### src/rtl/grf_scoreboard.sv
// grf_scoreboard: general register file with per-register pending-write counters and write-back bypass.
// Latency: reads are combinational (0 cycles); writes and counter updates land at the rising clk edge.
// Backpressure: issue_ready drops when a register already holds 2^CW-1 outstanding writes and no
//   same-cycle write-back frees a slot; a refused issue changes no state and must be held by the issuer.
// Ports: clk/reset (async active-low); rd_addr/rd_data/rd_busy (NR read ports); issue_en/issue_addr/
//   issue_ready (claim a pending write); wb_en/wb_addr/wb_data/wb_pc (write-back); flush (clear counters).
// Optional feature: define GRF_TRACE_EN to print one trace line per write-back to a non-zero register.
module grf_scoreboard #(
   parameter int WIDTH = 32,
   parameter int AW    = 5,
   parameter int NR    = 2,
   parameter int CW    = 2
) (
   input  logic                clk,
   input  logic                reset,
   input  logic [NR*AW-1:0]    rd_addr,
   output logic [NR*WIDTH-1:0] rd_data,
   output logic [NR-1:0]       rd_busy,
   input  logic                issue_en,
   input  logic [AW-1:0]       issue_addr,
   output logic                issue_ready,
   input  logic                wb_en,
   input  logic [AW-1:0]       wb_addr,
   input  logic [WIDTH-1:0]    wb_data,
   input  logic [31:0]         wb_pc,
   input  logic                flush
);

   localparam int            DEPTH   = 1 << AW;
   localparam logic [CW-1:0] CNT_MAX = '1;

   logic [WIDTH-1:0] regs_q [DEPTH];
   logic [WIDTH-1:0] regs_d [DEPTH];
   logic [CW-1:0]    cnt_q  [DEPTH];
   logic [CW-1:0]    cnt_d  [DEPTH];

   // A write-back only counts outside reset and never targets register 0; this
   // keeps the bypass path from leaking wb_data while reset holds everything at 0.
   logic wb_live;
   logic wb_frees;
   logic issue_acc;

   assign wb_live = reset && wb_en && (wb_addr != '0);

   // Read ports: bypass a matching write-back, and discount it from the pending
   // count so the final producer clears busy in its own write-back cycle.
   for (genvar i = 0; i < NR; i++) begin : g_rd
      logic [AW-1:0] a;
      logic          hit;
      assign a   = rd_addr[i*AW +: AW];
      assign hit = wb_live && (wb_addr == a);
      assign rd_data[i*WIDTH +: WIDTH] = (a == '0) ? '0 : (hit ? wb_data : regs_q[a]);
      assign rd_busy[i] = hit ? (cnt_q[a] > CW'(1)) : (cnt_q[a] != '0);
   end

   // A saturated register can still take an issue if a write-back retires one
   // of its pending writes in the same cycle (net count unchanged).
   assign wb_frees    = wb_live && (wb_addr == issue_addr) && (cnt_q[issue_addr] != '0);
   assign issue_ready = (issue_addr == '0) || (cnt_q[issue_addr] != CNT_MAX) || wb_frees;
   assign issue_acc   = issue_en && issue_ready && (issue_addr != '0);

   always_comb begin
      for (int r = 0; r < DEPTH; r++) begin
         regs_d[r] = regs_q[r];
         cnt_d[r]  = cnt_q[r];
      end
      // Data still lands during a flush; only the bookkeeping is discarded.
      if (wb_live) begin
         regs_d[wb_addr] = wb_data;
      end
      for (int r = 1; r < DEPTH; r++) begin
         if (flush) begin
            cnt_d[r] = '0;
         end else if ((issue_acc && (issue_addr == AW'(r))) &&
                      !(wb_live && (wb_addr == AW'(r)) && (cnt_q[r] != '0))) begin
            cnt_d[r] = cnt_q[r] + CW'(1);
         end else if (!(issue_acc && (issue_addr == AW'(r))) &&
                      (wb_live && (wb_addr == AW'(r)) && (cnt_q[r] != '0))) begin
            cnt_d[r] = cnt_q[r] - CW'(1);
         end
      end
   end

   always_ff @(posedge clk or negedge reset) begin
      if (!reset) begin
         for (int r = 0; r < DEPTH; r++) begin
            regs_q[r] <= '0;
            cnt_q[r]  <= '0;
         end
      end else begin
         for (int r = 0; r < DEPTH; r++) begin
            regs_q[r] <= regs_d[r];
            cnt_q[r]  <= cnt_d[r];
         end
      end
   end

`ifdef GRF_TRACE_EN
   always @(posedge clk) begin
      if (reset && wb_en && (wb_addr != '0)) begin
         $display("@%h: $%d <= %h", wb_pc, wb_addr, wb_data);
      end
   end
`else
   // wb_pc only feeds the trace; fold it away when tracing is compiled out.
   logic unused_wb_pc;
   assign unused_wb_pc = ^wb_pc;
`endif

endmodule

### config.mk
export PLATFORM = sky130hd
export DESIGN_NAME = grf_scoreboard
export DESIGN_NICKNAME = d
export VERILOG_FILES = /design/src/rtl/grf_scoreboard.sv
export SDC_FILE = /design/constraint.sdc
export NUM_CORES = 2
export LEC_CHECK = 0
export CAP_MARGIN = 20
export CORE_ASPECT_RATIO = 1.75
export CORE_MARGIN = 1
export CORE_UTILIZATION = 50
export CTS_CLUSTER_SIZE = 24
export DETAILED_ROUTE_END_ITERATION = 16
export PLACE_DENSITY = 0.7
export SLEW_MARGIN = 20
export SYNTH_ARGS = -nofsm -noshare
export SYNTH_HDL_FRONTEND = slang
export SYNTH_SLANG_ARGS = --single-unit
### constraint.sdc
create_clock -name clk -period 6.3 [get_ports clk]
set_input_delay 1.26 -clock clk [delete_from_list [all_inputs] [get_ports clk]]
set_output_delay 1.26 -clock clk [all_outputs]
set_load 0.1 [all_outputs]
Yosys cells after proc, flatten, opt, wreduce, memory -nomap -nowiden. Index checks and enable logic that the tools add are counted.

Bits in registers: 1086. Logic and storage cells: 617.

$add $sub $neg: 62. Magnitude comparators: 7. Eq/ne operators: 66. Mux-type cells: 117. Bitwise logic cells: 4. Reductions and logical operators: 298.

Operator list (number): $bwmux W1024 (1); $bmux W32 S5 (2); $mux W32 (9); $mux W2 (99); $logic_and A1 B1 Y1 (164); $demux W32 S5 (1); $eq A5 B5 Y1 const B (32); $reduce_bool A3 Y1 (31); $eq A5 B4 Y1 const B (16); $reduce_bool A2 Y1 (34); $add A2 B1 Y2 const B (31); $logic_not A1 Y1 (62); $sub A2 B1 Y2 const B (31); $eq A5 B3 Y1 const B (8); $bmux W2 S5 (3); $ge A6 B6 Y1 const B (4); $not A5 Y6 (4); $eq A5 B2 Y1 const B (4); $eq A5 B5 Y1 (3); $logic_not A5 Y1 (3); $eq A5 B1 Y1 const B (2); $reduce_bool A5 Y1 (2); $lt A6 B1 Y1 const B (1); $gt A2 B1 Y1 const B (2); other kinds (3) (5).

Longest topological paths before layout.
Word-level depth: 15. Mapped depth: 12. Mapped depth without buffers: 8.

Least setup slack after synthesis. Ideal clock, no wire load.

Path kind: input port to output port. Start point: in rd_addr[1]. End point: out rd_data[10]. Data arrival time: 4883 ps. Path slack: 157 ps. Stages: 7. Buffers on the path: 3. Path through: clkbuf_1 -> clkbuf_1 -> clkbuf_1 -> mux4_2 -> mux4_2 -> mux2i_1 -> a211oi_1.

Cells in the longest elaborated chain, start to end: 6. Elaborated cells between the ends (all ways): 9. Classes of those cells: eq/ne (1); mux (5); bitwise (1); reduce/logical (2).

RTL lines: start: declaration (line 16) `input logic [NR*AW-1:0] rd_addr,`; $not A5 Y6 (not written as such) (line 52) `assign rd_data[i*WIDTH +: WIDTH] = (a == '0) ? '0 : (hit ? wb_data : regs_q[a]);`; $bmux W32 S5 (line 52); $mux W32 (not written as such) (2 in series) (line 52); $mux W32 (line 52); $mux W32 * (line 52); end: declaration (line 17) `output logic [NR*WIDTH-1:0] rd_data,`.

Every way passes the cells marked *; elsewhere a longest branch is shown, timed or not. The select of a mux whose other input is x is not followed.

Final worst setup path.
Start point: in wb_addr[1]. End point: out rd_data[41].

Cells in the longest elaborated chain, start to end: 5. Elaborated cells between the ends (all ways): 6. Classes of those cells: eq/ne (1); mux (2); reduce/logical (3).

RTL lines: start: declaration (line 23) `input logic [AW-1:0] wb_addr,`; $reduce_bool A5 Y1 (line 43) `assign wb_live = reset && wb_en && (wb_addr != '0);`; $logic_and A1 B1 Y1 (line 43); $logic_and A1 B1 Y1 * (line 51) `assign hit = wb_live && (wb_addr == a);`; $mux W32 * (2 in series) (line 52).

Every way passes the cells marked *; elsewhere a longest branch is shown, timed or not.

==> results_dict.tcl <==
set metrics [dict create \
    relSlewSlack_pct 26.0 \
    crit_path_end_kind "output pin" \
    setup_viol_count_final 0 \
    reg2reg_from "cnt_q[49]" \
    ys_ff_latch 1086 \
    drtAntennaViolNets 0 \
    synthToLayoutAreaGrowth_pct 12.5 \
    crit_path_start_kind "primary input" \
    required_ns 5.04 \
    syn_inst 4114 \
    die_area_sq_um 122000 \
    yosysSeqAreaShare_pct 45.1 \
    post-cts-setup-buffers 0 \
    core_area_sq_um 120000 \
    io_buffers 123 \
    total_power_mw 19.5 \
    whs_ns 0.396 \
    antenna_found_initial 2 \
    hp-start "regs_q[995]" \
    rr_endpoint "cnt_q[16]" \
    synth_top_flop_cell "dfrtp_1" \
    yosysTopAreaCellShare_pct 45.1 \
    holdPathEnd "regs_q[995]" \
    placed_area_sq_um 63900 \
    cts_root_buffer "clkbuf_16" \
    async_reset_ff_share_pct 100 \
    wl_met2_mm 88.8 \
    p_leak_nw 29.7 \
    core.rowCount 168 \
    drc 0 \
    die_y_um 461 \
    synth_area_sq_um 60200 \
    vias 38800 \
    first_iter_violations 3810 \
    wl_per_cell_um 31.5 \
    cts_max_level 3 \
    fillers 9280 \
    clockBufferDepth 3 \
    fp.dieW_um 264 \
    crit_type "in2out" \
    seq_area_sq_um 27200 \
    grt_max_degree 169 \
    top_layer "met4" \
    fmax_ghz 0.177 \
    dp.cells 5463 \
    cts_buffers 102 \
    globalplace.congestion 0.901 \
    irDropWorstVdd_uv 226 \
    holdBufCountCts 0 \
    setup-tns-final_ns 0 \
    detail_route.first_pass.iterations 5 \
    fin_crit_sh_pct 89.5 \
    crit_start "wb_addr[1]" \
    path_max_fanout 32 \
    arrival_ns 4.38 \
    status "complete, no violations" \
    ff2ff_setup_slack_ns 3.12 \
    fin_ws_ns 0.660 \
    whs_path_depth 0 \
    layout_min_cycle_time_ns 5.64 \
    drv_slew 0 \
    final_core_utilization_pct 56.6 \
    wl_met3_mm 12.8 \
    gr-total-overflow 0 \
    start_util_pct 50.3 \
    synth_cell_types 61 \
    cts_sinks 1086 \
    grt_pass1_vias 41200 \
    synth_edf_count 0 \
    hold_violations 0 \
    cts.repair.resized 0 \
    tightest_slew_ns 1.11 \
    fin_cells 5658 \
    hpwl_mm 104 \
    synth_area_leader_cell "dfrtp_1" \
    vias_per_cell 6.86 \
    drt_wl_total_mm 178 \
    synthesis.nets 4203 \
    clk_pin_slew_ns 0.06 \
    ios 156 \
    grtUsageTotal_pct 30.1 \
    syn_area_per_cell_sq_um 14.6 \
    wl_met1_mm 67.5 \
    ys.warnings.count 0 \
    nets 4127 \
    rr_worst_depth 9 \
    clock_latency_ns 0.73 \
    grt_pass1_wl_mm 270 \
    hold_path.class "reg2reg" \
    multiInputGateArea_sq_um 31300 \
    cts_tree "yes" \
    netlist_top_cells_area "dfrtp_1 45%, mux4_2 26%, mux2_2 17%" \
    p_per_area_nw_per_um2 288 \
    fin_area_sq_um 67700 \
    pre_cts_slack_ns 0.681 \
    rsz0062_at_grt "false" \
    clock_skew_ns 0.0176 \
    drive_gt1_share_pct 50.5 \
    cap_violations 0 \
]
-- placed cells by master, fill, tap and decap left out, drive strengths merged, types with 7 or more instances in the layout --
cell	Yosys	layout
dfrtp	1086	1086
mux2	906	906
mux4	690	690
nand2	339	339
buf	134	247
clkbuf	325	147
nor2	121	121
mux2i	66	66
a211oi	66	66
a21oi	49	49
nor3	36	36
clkdlybuf4s50	0	32
o21ai	32	32
nand3	30	30
clkinv	0	23
and3	20	20
nor3b	19	19
nand4	17	17
bufinv	0	16
inv	14	16
and2	15	15
nor2b	12	12
a31oi	12	12
and4	12	12
o211ai	12	12
or3	11	11
nand2b	10	10
xor2	8	8
xnor2	7	7
a22oi	7	7
nor4	7	7
-- power by group --
part / internal, mW / leakage, nW / total, mW / switching, mW
sequential: 7.81 / 14.5 / 8.42 / 0.604
combinational: 2.10 / 13.3 / 4.07 / 1.96
clock: 4.15 / 1.90 / 7.02 / 2.87
total: 14.1 / 29.7 / 19.5 / 5.44
-- cell families (layout without fill, tap and decap cells) --
| family | Yosys count | after routing | synth area share, % |
|---|---|---|---|
| buffers and inverters | 473 | 486 | 3.27 |
| flip-flops | 1086 | 1086 | 45.1 |
| other | 0 | 1 | 0 |
| multiplexers | 1662 | 1662 | 43.9 |
| XOR/XNOR | 15 | 15 | 0.218 |
| AO/OA/AOI/OAI | 215 | 215 | 2.47 |
| AND/OR/NAND/NOR | 663 | 663 | 5.04 |
-- registers in the layout (all words and copies together) (netlist names) --
register	cells
regs_q	1024
cnt_q	62
-- critical path: stages --
cell and delay [ns]:
clkdlybuf4s50_1 0.80, nor2_1 0.17, a21oi_1 0.48, nand4_1 0.21
buf_4 0.24, buf_4 0.25, a211oi_1 0.69, buf_12 0.26
-- Yosys cell counts (7+ instances only) --
cell type,number
nand3_1,28
a21oi_1,49
mux2i_1,66
buf_2,106
a31oi_1,12
nor2_1,121
nand2b_1,10
dfrtp_1,1086
xor2_1,8
nor3b_1,18
and2_1,13
clkbuf_1,325
a211oi_1,66
inv_1,13
xnor2_1,7
buf_1,19
nand4_1,17
nor3_1,35
or3_1,11
mux2_2,904
and3_1,20
and4_1,12
mux4_2,690
o211ai_1,12
nor2b_1,12
nand2_1,339
o21ai_0,30
-- layer usage --
| layer | vias up | track usage (%) |
|---|---|---|
| met5 | - | 0 |
| met2 | 1711 | 49.9 |
| li1 | 15600 | - |
| met1 | 21000 | 38.9 |
| met4 | 0 | 14.2 |
| met3 | 442 | 5.03 |
-- worst max path at each step --
stage | cells after the start | slack (ns) | to
finish | 8 | 0.66 | rd_data[41]
global route | 8 | 0.44 | rd_data[41]
CTS | 8 | 0.64 | rd_data[41]
detailed placement | 8 | 0.68 | rd_data[41]
global placement | 8 | 0.71 | rd_data[41]
floorplan | 7 | 0.16 | rd_data[10]
-- final cells by class --
cell class / instances / area share, %
Antenna cell: 1 / 0.00370
Inverter: 14 / 0.0813
Sequential cell: 1086 / 40.1
Clock buffer: 147 / 4.66
Multi-Input combinational cell: 2555 / 46.2
Clock inverter: 46 / 1.02
Timing Repair Buffer: 279 / 5.04
Tap cell: 1530 / 2.83
(Power assumes the default switching activity.)
